[config.mk]
export PLATFORM = sky130hd
export DESIGN_NAME = controle_varredura_display_flat
export DESIGN_NICKNAME = d
export VERILOG_FILES = /design/src/rtl/controle_varredura_display_if.sv /design/src/rtl/controle_varredura_display.sv /design/src/flat_wrapper.sv
export SDC_FILE = /design/constraint.sdc
export NUM_CORES = 1
export LEC_CHECK = 0
export ABC_AREA = 1
export BUFFER_PORTS_ARGS = -buffer_cell sky130_fd_sc_hd__buf_2
export CAP_MARGIN = 20
export CORE_UTILIZATION = 53
export CTS_CLUSTER_DIAMETER = 60
export DETAILED_ROUTE_END_ITERATION = 16
export GPL_ROUTABILITY_DRIVEN = 0
export PLACE_DENSITY = 0.75
export SLEW_MARGIN = 20
export SYNTH_ARGS = -nofsm -noshare
export SYNTH_HDL_FRONTEND = slang
export SYNTH_SLANG_ARGS = --single-unit
[constraint.sdc]
create_clock -name Clock -period 2 [get_ports Clock]
set_clock_uncertainty 0.15 [all_clocks]
set_input_delay 0 -clock Clock [delete_from_list [all_inputs] [get_ports Clock]]
set_output_delay 0 -clock Clock [all_outputs]
set_load 0.02 [all_outputs]
[src/rtl/controle_varredura_display_if.sv]
// -----------------------------------------------------------------------------
// controle_varredura_display_if
// Bus between the scan controller and its user/display side.
//   Valores   : packed BCD frame, digit 0 (rightmost) in bits [3:0]
//   Carregar  : one-cycle strobe capturing Valores
//   Habilita  : scan enable, 0 blanks the display
//   DigitoBCD : nibble for the shared BCD-to-segment decoder (4'hF = blank)
//   Anodo     : active-low digit enables, one-cold while a digit is shown
//   Indice    : current digit slot
//   Fim       : one-cycle pulse at frame wrap
//   Pendente  : a captured frame waits for the next frame boundary
// Modports: slave = scan controller, master = user side.
// -----------------------------------------------------------------------------
interface controle_varredura_display_if #(
    parameter int NUM_DIGITOS = 4
);
    localparam int IW = $clog2(NUM_DIGITOS);

    logic [4*NUM_DIGITOS-1:0] Valores;
    logic                     Carregar;
    logic                     Habilita;
    logic [3:0]               DigitoBCD;
    logic [NUM_DIGITOS-1:0]   Anodo;
    logic [IW-1:0]            Indice;
    logic                     Fim;
    logic                     Pendente;

    modport slave (
        input  Valores, Carregar, Habilita,
        output DigitoBCD, Anodo, Indice, Fim, Pendente
    );

    modport master (
        output Valores, Carregar, Habilita,
        input  DigitoBCD, Anodo, Indice, Fim, Pendente
    );
endinterface

[src/rtl/controle_varredura_display.sv]
// -----------------------------------------------------------------------------
// controle_varredura_display
// Time-multiplexed scan controller for common-anode 7-segment digits sharing a
// single BCD decoder. Each digit slot lasts DIV_SCAN cycles: the first DEAD
// cycles are blank (anti-ghosting), the rest show the digit. New frames are
// staged and only become active at a frame boundary (wrap or enable), so a
// displayed frame never mixes old and new digits.
// Ports:
//   Clock : rising-edge clock
//   Reset : asynchronous, active-high reset
//   bus   : controle_varredura_display_if.slave (Valores, Carregar, Habilita,
//           DigitoBCD, Anodo, Indice, Fim, Pendente)
// Optional build macro LEADING_ZERO_BLANK_EN: blank leading zero digits
// (digit 0 always shown). Default build shows every nibble as stored.
// All outputs are registered.
// -----------------------------------------------------------------------------
module controle_varredura_display #(
    parameter int NUM_DIGITOS = 4,
    parameter int DIV_SCAN    = 50000,
    parameter int DEAD        = 16
) (
    input  logic                            Clock,
    input  logic                            Reset,
    controle_varredura_display_if.slave     bus
);
    localparam int IW = $clog2(NUM_DIGITOS);
    localparam int CW = $clog2(DIV_SCAN);
    localparam int VW = 4 * NUM_DIGITOS;

    localparam logic [CW-1:0] ULTIMO_CONT = CW'(DIV_SCAN - 1);
    localparam logic [CW-1:0] FIM_APAGA   = CW'(DEAD);
    localparam logic [IW-1:0] ULTIMO_IDX  = IW'(NUM_DIGITOS - 1);

    typedef enum logic [1:0] {
        OCIOSO = 2'd0,
        APAGA  = 2'd1,
        MOSTRA = 2'd2
    } estado_t;

    // With no dead time a slot starts directly in MOSTRA.
    localparam estado_t INICIO_SLOT = (DEAD == 0) ? MOSTRA : APAGA;

    estado_t                estado_r,   estado_s;
    logic [CW-1:0]          cont_r,     cont_s;
    logic [CW-1:0]          cont_inc_s;
    logic [IW-1:0]          indice_r,   indice_s;
    logic [VW-1:0]          staging_r,  staging_s;
    logic [VW-1:0]          active_r,   active_s;
    logic                   pendente_r, pendente_s;
    logic [NUM_DIGITOS-1:0] anodo_r,    anodo_s;
    logic [3:0]             digito_r,   digito_s;
    logic                   fim_r,      fim_s;
    logic                   fronteira_s;

`ifdef LEADING_ZERO_BLANK_EN
    // True when nibble idx and every higher nibble of v are zero.
    function automatic logic zeros_acima(input logic [VW-1:0] v, input logic [IW-1:0] idx);
        logic r;
        r = 1'b1;
        for (int i = 0; i < NUM_DIGITOS; i++) begin
            if ((IW'(i) >= idx) && (v[4*i +: 4] != 4'h0)) begin
                r = 1'b0;
            end else begin
                r = r;
            end
        end
        return r;
    endfunction
`endif

    assign cont_inc_s = cont_r + CW'(1);

    // Next state, frame buffers and the output values they imply.
    always_comb begin
        estado_s    = estado_r;
        cont_s      = cont_r;
        indice_s    = indice_r;
        staging_s   = staging_r;
        active_s    = active_r;
        pendente_s  = pendente_r;
        fim_s       = 1'b0;
        fronteira_s = 1'b0;
        anodo_s     = {NUM_DIGITOS{1'b1}};
        digito_s    = 4'hF;

        if (!bus.Habilita) begin
            estado_s = OCIOSO;
            cont_s   = {CW{1'b0}};
            indice_s = {IW{1'b0}};
        end else begin
            case (estado_r)
                OCIOSO: begin
                    // Entering the scan is a frame boundary, but never a wrap.
                    estado_s    = INICIO_SLOT;
                    cont_s      = {CW{1'b0}};
                    indice_s    = {IW{1'b0}};
                    fronteira_s = 1'b1;
                end
                APAGA: begin
                    cont_s = cont_inc_s;
                    if (cont_inc_s == FIM_APAGA) begin
                        estado_s = MOSTRA;
                    end else begin
                        estado_s = APAGA;
                    end
                end
                MOSTRA: begin
                    if (cont_r == ULTIMO_CONT) begin
                        estado_s = INICIO_SLOT;
                        cont_s   = {CW{1'b0}};
                        if (indice_r == ULTIMO_IDX) begin
                            indice_s    = {IW{1'b0}};
                            fronteira_s = 1'b1;
                            fim_s       = 1'b1;
                        end else begin
                            indice_s = indice_r + IW'(1);
                        end
                    end else begin
                        cont_s = cont_inc_s;
                    end
                end
                default: begin
                    estado_s = OCIOSO;
                    cont_s   = {CW{1'b0}};
                    indice_s = {IW{1'b0}};
                end
            endcase
        end

        // A strobe coinciding with a boundary bypasses staging entirely.
        if (fronteira_s) begin
            if (bus.Carregar) begin
                staging_s  = bus.Valores;
                active_s   = bus.Valores;
                pendente_s = 1'b0;
            end else if (pendente_r) begin
                active_s   = staging_r;
                pendente_s = 1'b0;
            end else begin
                pendente_s = 1'b0;
            end
        end else if (bus.Carregar) begin
            staging_s  = bus.Valores;
            pendente_s = 1'b1;
        end else begin
            pendente_s = pendente_r;
        end

        // Outputs derive from the next state so they can be registered.
        if (estado_s == MOSTRA) begin
            anodo_s[indice_s] = 1'b0;
`ifdef LEADING_ZERO_BLANK_EN
            if ((indice_s != {IW{1'b0}}) && zeros_acima(active_s, indice_s)) begin
                digito_s = 4'hF;
            end else begin
                digito_s = active_s[4*indice_s +: 4];
            end
`else
            digito_s = active_s[4*indice_s +: 4];
`endif
        end else begin
            anodo_s  = {NUM_DIGITOS{1'b1}};
            digito_s = 4'hF;
        end
    end

    // FSM state, frame buffers and registered outputs.
    always_ff @(posedge Clock or posedge Reset) begin
        if (Reset) begin
            estado_r   <= OCIOSO;
            cont_r     <= {CW{1'b0}};
            indice_r   <= {IW{1'b0}};
            staging_r  <= {VW{1'b0}};
            active_r   <= {VW{1'b0}};
            pendente_r <= 1'b0;
            anodo_r    <= {NUM_DIGITOS{1'b1}};
            digito_r   <= 4'hF;
            fim_r      <= 1'b0;
        end else begin
            estado_r   <= estado_s;
            cont_r     <= cont_s;
            indice_r   <= indice_s;
            staging_r  <= staging_s;
            active_r   <= active_s;
            pendente_r <= pendente_s;
            anodo_r    <= anodo_s;
            digito_r   <= digito_s;
            fim_r      <= fim_s;
        end
    end

    assign bus.Anodo     = anodo_r;
    assign bus.DigitoBCD = digito_r;
    assign bus.Indice    = indice_r;
    assign bus.Fim       = fim_r;
    assign bus.Pendente  = pendente_r;

endmodule

[src/flat_wrapper.sv]
// flat-port wrapper written by rule: the top's interface ports become plain ports
module controle_varredura_display_flat 
#(
    parameter int NUM_DIGITOS = 4,
    parameter int DIV_SCAN    = 50000,
    parameter int DEAD        = 16
)
  (Clock, Reset, bus_Valores, bus_Carregar, bus_Habilita, bus_DigitoBCD, bus_Anodo, bus_Indice, bus_Fim, bus_Pendente);
  controle_varredura_display_if #(.NUM_DIGITOS(NUM_DIGITOS)) bus_i ();
  input  logic Clock;
  input  logic Reset;
  input wire logic [$bits(bus_i.Valores)-1:0] bus_Valores;
  input wire logic [$bits(bus_i.Carregar)-1:0] bus_Carregar;
  input wire logic [$bits(bus_i.Habilita)-1:0] bus_Habilita;
  output wire logic [$bits(bus_i.DigitoBCD)-1:0] bus_DigitoBCD;
  output wire logic [$bits(bus_i.Anodo)-1:0] bus_Anodo;
  output wire logic [$bits(bus_i.Indice)-1:0] bus_Indice;
  output wire logic [$bits(bus_i.Fim)-1:0] bus_Fim;
  output wire logic [$bits(bus_i.Pendente)-1:0] bus_Pendente;
  assign bus_i.Valores = bus_Valores;
  assign bus_i.Carregar = bus_Carregar;
  assign bus_i.Habilita = bus_Habilita;
  assign bus_DigitoBCD = bus_i.DigitoBCD;
  assign bus_Anodo = bus_i.Anodo;
  assign bus_Indice = bus_i.Indice;
  assign bus_Fim = bus_i.Fim;
  assign bus_Pendente = bus_i.Pendente;
  controle_varredura_display #(.NUM_DIGITOS(NUM_DIGITOS), .DIV_SCAN(DIV_SCAN), .DEAD(DEAD)) u_core (.Clock(Clock), .Reset(Reset), .bus(bus_i));
endmodule
==> impl_metrics.prom <==
# TYPE chip_impl_metric gauge
chip_impl_metric{name="fin_crit_sh",unit="%"} 103.4
chip_impl_metric{name="worst_ep_arrival_time",unit="ps"} 2180
chip_impl_info{name="setup.worst_path.start_class",value="flop"} 1
chip_impl_metric{name="route.detailed.vias_per_inst",unit=""} 5.139
chip_impl_metric{name="layout_setup_ws",unit="ps"} -67.95
chip_impl_metric{name="postSynthNetCount",unit=""} 470
chip_impl_metric{name="cap_violations",unit=""} 0
chip_impl_metric{name="grt_pass1_wl",unit="um"} 13200
chip_impl_metric{name="grt_overflow",unit=""} 0
chip_impl_info{name="holdCritPathClass",value="primary input to async pin"} 1
chip_impl_metric{name="antenna_found_initial",unit=""} 0
chip_impl_metric{name="placedCellCount",unit=""} 561
chip_impl_metric{name="die_w",unit="um"} 81.88
chip_impl_metric{name="slew_headroom",unit="%"} 68.86
chip_impl_metric{name="syn_to_final_growth",unit="%"} 29.23
chip_impl_info{name="worstPathCellList",value="ha_4, nand3_4, nor2_4, nand4_1, nand2_1, nand2_1, nor2_2, nand3_1, nand2_1, nand3_2, nor2_4, nand2_1"} 1
chip_impl_metric{name="dieArea",unit="um^2"} 6704
chip_impl_metric{name="worst_slack_after_detailed_placement",unit="ps"} -123.0
chip_impl_info{name="rsz0062_at_grt",value="true"} 1
chip_impl_metric{name="cts_made_buffers",unit=""} 9
chip_impl_metric{name="pin_count_of_the_biggest_net_entering_global_routing",unit=""} 63
chip_impl_metric{name="timing.fmax",unit="MHz"} 483.6
chip_impl_metric{name="core_region_area",unit="um^2"} 6026
chip_impl_metric{name="cts_buffer_depth",unit=""} 2
chip_impl_metric{name="initial_utilization",unit="%"} 56.13
chip_impl_metric{name="post-dp-hpwl",unit="um"} 5209
chip_impl_metric{name="design_power_total",unit="mW"} 3.021
chip_impl_metric{name="final_cells",unit=""} 604
chip_impl_metric{name="clkLatencyLatePin",unit="ps"} 340
chip_impl_info{name="critPathTopFamily",value="simple AND/OR/NAND/NOR gates"} 1
chip_impl_metric{name="wl_met3",unit="um"} 325
chip_impl_metric{name="syn-cell-area",unit="um^2"} 3382
chip_impl_metric{name="clkTransAtPathRegs",unit="ps"} 70
chip_impl_metric{name="netlist-cell-type-count",unit=""} 25
chip_impl_metric{name="antenna-diode-count",unit=""} 0
chip_impl_metric{name="ir_worst_vdd",unit="uV"} 548.7
chip_impl_metric{name="timing_worst_slew_pin_value",unit="ps"} 467.1
chip_impl_metric{name="hold_violations",unit=""} 0
chip_impl_metric{name="synth_largest_type_area_fraction",unit="%"} 39.96
chip_impl_metric{name="drt.antenna.violating_nets",unit=""} 0
chip_impl_metric{name="final_nets",unit=""} 550
chip_impl_metric{name="num-fill-cells",unit=""} 462
chip_impl_metric{name="multi_input_area",unit="um^2"} 1628
chip_impl_metric{name="ys_warn_count",unit=""} 0
chip_impl_metric{name="fin_setup_tns",unit="ps"} -418.1
chip_impl_metric{name="met2_wirelength",unit="um"} 3980
chip_impl_metric{name="yosysSeqAreaShare",unit="%"} 46.17
chip_impl_metric{name="io_buffer_count",unit=""} 31
chip_impl_metric{name="cts_htree_levels",unit=""} 3
chip_impl_metric{name="synth-seq-cells",unit=""} 62
chip_impl_info{name="slowest_stage_cell_crit_path",value="sky130_fd_sc_hd__dfrtp_1"} 1
chip_impl_metric{name="route.detailed.drc",unit=""} 0
chip_impl_metric{name="firstDrtPassIters",unit=""} 4
chip_impl_metric{name="maximum_fanout_encountered_on_the_critical_timing_path",unit=""} 8
chip_impl_metric{name="met1Wirelength",unit="um"} 3543
chip_impl_metric{name="routed_wl",unit="um"} 8060
chip_impl_info{name="crit_path_frequent_cell",value="sky130_fd_sc_hd__nand2_1"} 1
chip_impl_metric{name="first_global_vias",unit=""} 2879
chip_impl_metric{name="cp_data_required_time",unit="ps"} 2110
chip_impl_metric{name="maxSlewViolCount",unit=""} 0
chip_impl_metric{name="routed-via-count",unit=""} 3104
chip_impl_metric{name="post-route-min-period",unit="ps"} 2068
chip_impl_metric{name="crit_path_max_incr_delay",unit="ps"} 400
chip_impl_info{name="failed_checks",value="setup timing"} 1
chip_impl_metric{name="io_pins",unit=""} 32
chip_impl_metric{name="die_h",unit="um"} 81.88
chip_impl_info{name="end_kind",value="flop"} 1
chip_impl_info{name="synthDominantAreaCellType",value="sky130_fd_sc_hd__dfrtp_1"} 1
chip_impl_metric{name="post_synthesis_cell_count",unit=""} 444
chip_impl_metric{name="std_cell_rows",unit=""} 28
chip_impl_info{name="cts_tree",value="built"} 1
chip_impl_metric{name="drive_gt1_share",unit="%"} 23.44
chip_impl_metric{name="critical_path_buf_inv_count",unit=""} 0
chip_impl_info{name="outcome",value="finished with violations"} 1
chip_impl_metric{name="p_leak",unit="nW"} 2.168
chip_impl_metric{name="gr-usage-all-layers",unit="%"} 26.87
chip_impl_metric{name="setup-violations-final",unit=""} 8
chip_impl_info{name="timing_worst_setup_path_type",value="flop to flop"} 1
chip_impl_metric{name="power_density",unit="nW/um^2"} 691.1
chip_impl_info{name="synth.area.top_cells",value="sky130_fd_sc_hd__dfrtp_1 40%, sky130_fd_sc_hd__nand2_1 16%, sky130_fd_sc_hd__dfstp_2 6.2%"} 1
chip_impl_metric{name="dr.first_iter.drc_count",unit=""} 190
chip_impl_metric{name="layout.area.seq",unit="um^2"} 1563
chip_impl_metric{name="mean_instance_size_in_the_synthesized_netlist",unit="um^2"} 7.617
chip_impl_metric{name="drt-wirelength-per-cell",unit="um"} 13.34
chip_impl_metric{name="cts_num_sinks",unit=""} 62
chip_impl_info{name="topRoutingLayerUsed",value="met4"} 1
chip_impl_info{name="clock_tree.root_cell",value="sky130_fd_sc_hd__clkbuf_8"} 1
worst min-delay path, cell delays in order:
cell and delay [ps]:
sky130_fd_sc_hd__dlygate4sd3_1 540, sky130_fd_sc_hd__buf_2 130, sky130_fd_sc_hd__inv_2 60, sky130_fd_sc_hd__buf_12 290
timing repair:
item,in CTS,in global routing
pin swaps,9,12
endpoints found under the hold margin,106,0
hold buffers,23,0
setup buffers,2,2
endpoints found under the setup margin,8,11
gates resized for setup,11,16
cells in the mapped netlist:
cell type                  number
sky130_fd_sc_hd__nor2_1        41
sky130_fd_sc_hd__inv_1         49
sky130_fd_sc_hd__buf_2          3
sky130_fd_sc_hd__nand3b_1       1
sky130_fd_sc_hd__a21oi_1        5
sky130_fd_sc_hd__buf_4          3
sky130_fd_sc_hd__nand3_1       38
sky130_fd_sc_hd__bufbuf_8       1
sky130_fd_sc_hd__mux2i_1       12
sky130_fd_sc_hd__o21ai_0       37
sky130_fd_sc_hd__clkbuf_1       8
sky130_fd_sc_hd__buf_1          1
sky130_fd_sc_hd__dfstp_2        8
sky130_fd_sc_hd__nor2_4         5
sky130_fd_sc_hd__o21ai_1        5
sky130_fd_sc_hd__nor3b_1        1
sky130_fd_sc_hd__nand2_2        6
sky130_fd_sc_hd__o21bai_1       2
sky130_fd_sc_hd__nand2_1      145
sky130_fd_sc_hd__nand4_1        8
sky130_fd_sc_hd__nand4_4        1
sky130_fd_sc_hd__nand3_2        2
sky130_fd_sc_hd__ha_1           6
sky130_fd_sc_hd__nor2_2         2
sky130_fd_sc_hd__dfrtp_1       54
cell families (layout without fill, tap and decap cells):
logic type                 Yosys count  after routing  share of synthesized area (%)
AOI/OAI and AO/OA                   49             49                          7.399
adders and majority gates            6              6                          2.220
buffers and inverters               65            150                          8.102
DFF                                 62             62                          46.17
muxes                               12             12                          3.552
and+or+nand+nor                    250            250                          32.56
routing by layer:
metal | vias to the layer above | GRT usage [%]
met5 | - | 0
met4 | 0 | 10.18
met3 | 18 | 8.556
met2 | 71 | 44.46
met1 | 1454 | 32.52
li1 | 1561 | -
worst paths after layout:
check                                     start              endpoint  slack [ps]  cells after the start
max                            u_core.cont_r[0]   u_core.bus.Anodo[3]         -70                     12
max reg2reg                    u_core.cont_r[0]   u_core.bus.Anodo[3]         -70                     12
min in group Clock              bus_Valores[11]  u_core.staging_r[11]         300                      4
min reg2reg                u_core.staging_r[11]  u_core.staging_r[11]         340                      2
min                                       Reset        u_core.bus.Fim         120                      4
max in group asynchronous                 Reset   u_core.bus.Anodo[2]        1250                      4
flip-flops by register name, summed over array words and instances, names as in the netlist:
register,flops
u_core.bus.Pendente,1
u_core.staging_r,16
u_core.bus.Indice,2
u_core.bus.Anodo,4
u_core.cont_r,16
u_core.bus.DigitoBCD,4
u_core.bus.Fim,1
u_core.estado_r,2
u_core.active_r,16
area by class of cell:
type | count | area share [%]
flip-flops and latches | 62 | 35.76
repair buffers | 85 | 15.66
clock inverters | 6 | 1.975
inverters | 49 | 4.294
multi-input cells | 317 | 37.25
clock buffers | 10 | 2.920
well taps | 75 | 2.147
metrics by stage:
| step | hold WS (ps) | cell area (um^2) | util, % |
|---|---|---|---|
| floorplan | -22.62 | 3382 | - |
| global placement | -63.27 | 3806 | 63.16 |
| detailed placement | -60.82 | 3806 | 63.16 |
| CTS | 106.8 | 4307 | 71.47 |
| global route | 162.5 | 4370 | 72.53 |
| finish | 116.8 | 4370 | 72.53 |
placed cells by master, fill, tap and decap left out, drive strengths merged, types with 5 or more instances in the layout:
| cell type | instances |
|---|---|
| nand3 | 40 |
| a21oi | 5 |
| nand2 | 151 |
| buf | 62 |
| nand4 | 9 |
| dfrtp | 54 |
| inv | 48 |
| ha | 6 |
| mux2i | 12 |
| clkbuf | 10 |
| dfstp | 8 |
| nor2 | 48 |
| dlygate4sd3 | 23 |
| o21ai | 42 |
power breakdown:
part / total (mW) / internal [mW] / switching (mW) / leakage (nW)
sequential: 1.40 / 1.34 / 0.0523 / 0.783
combinational: 0.423 / 0.181 / 0.242 / 1.28
clock: 1.20 / 0.699 / 0.503 / 0.106
total: 3.02 / 2.22 / 0.797 / 2.17
No activity file was read; power rests on OpenSTA's default activity.
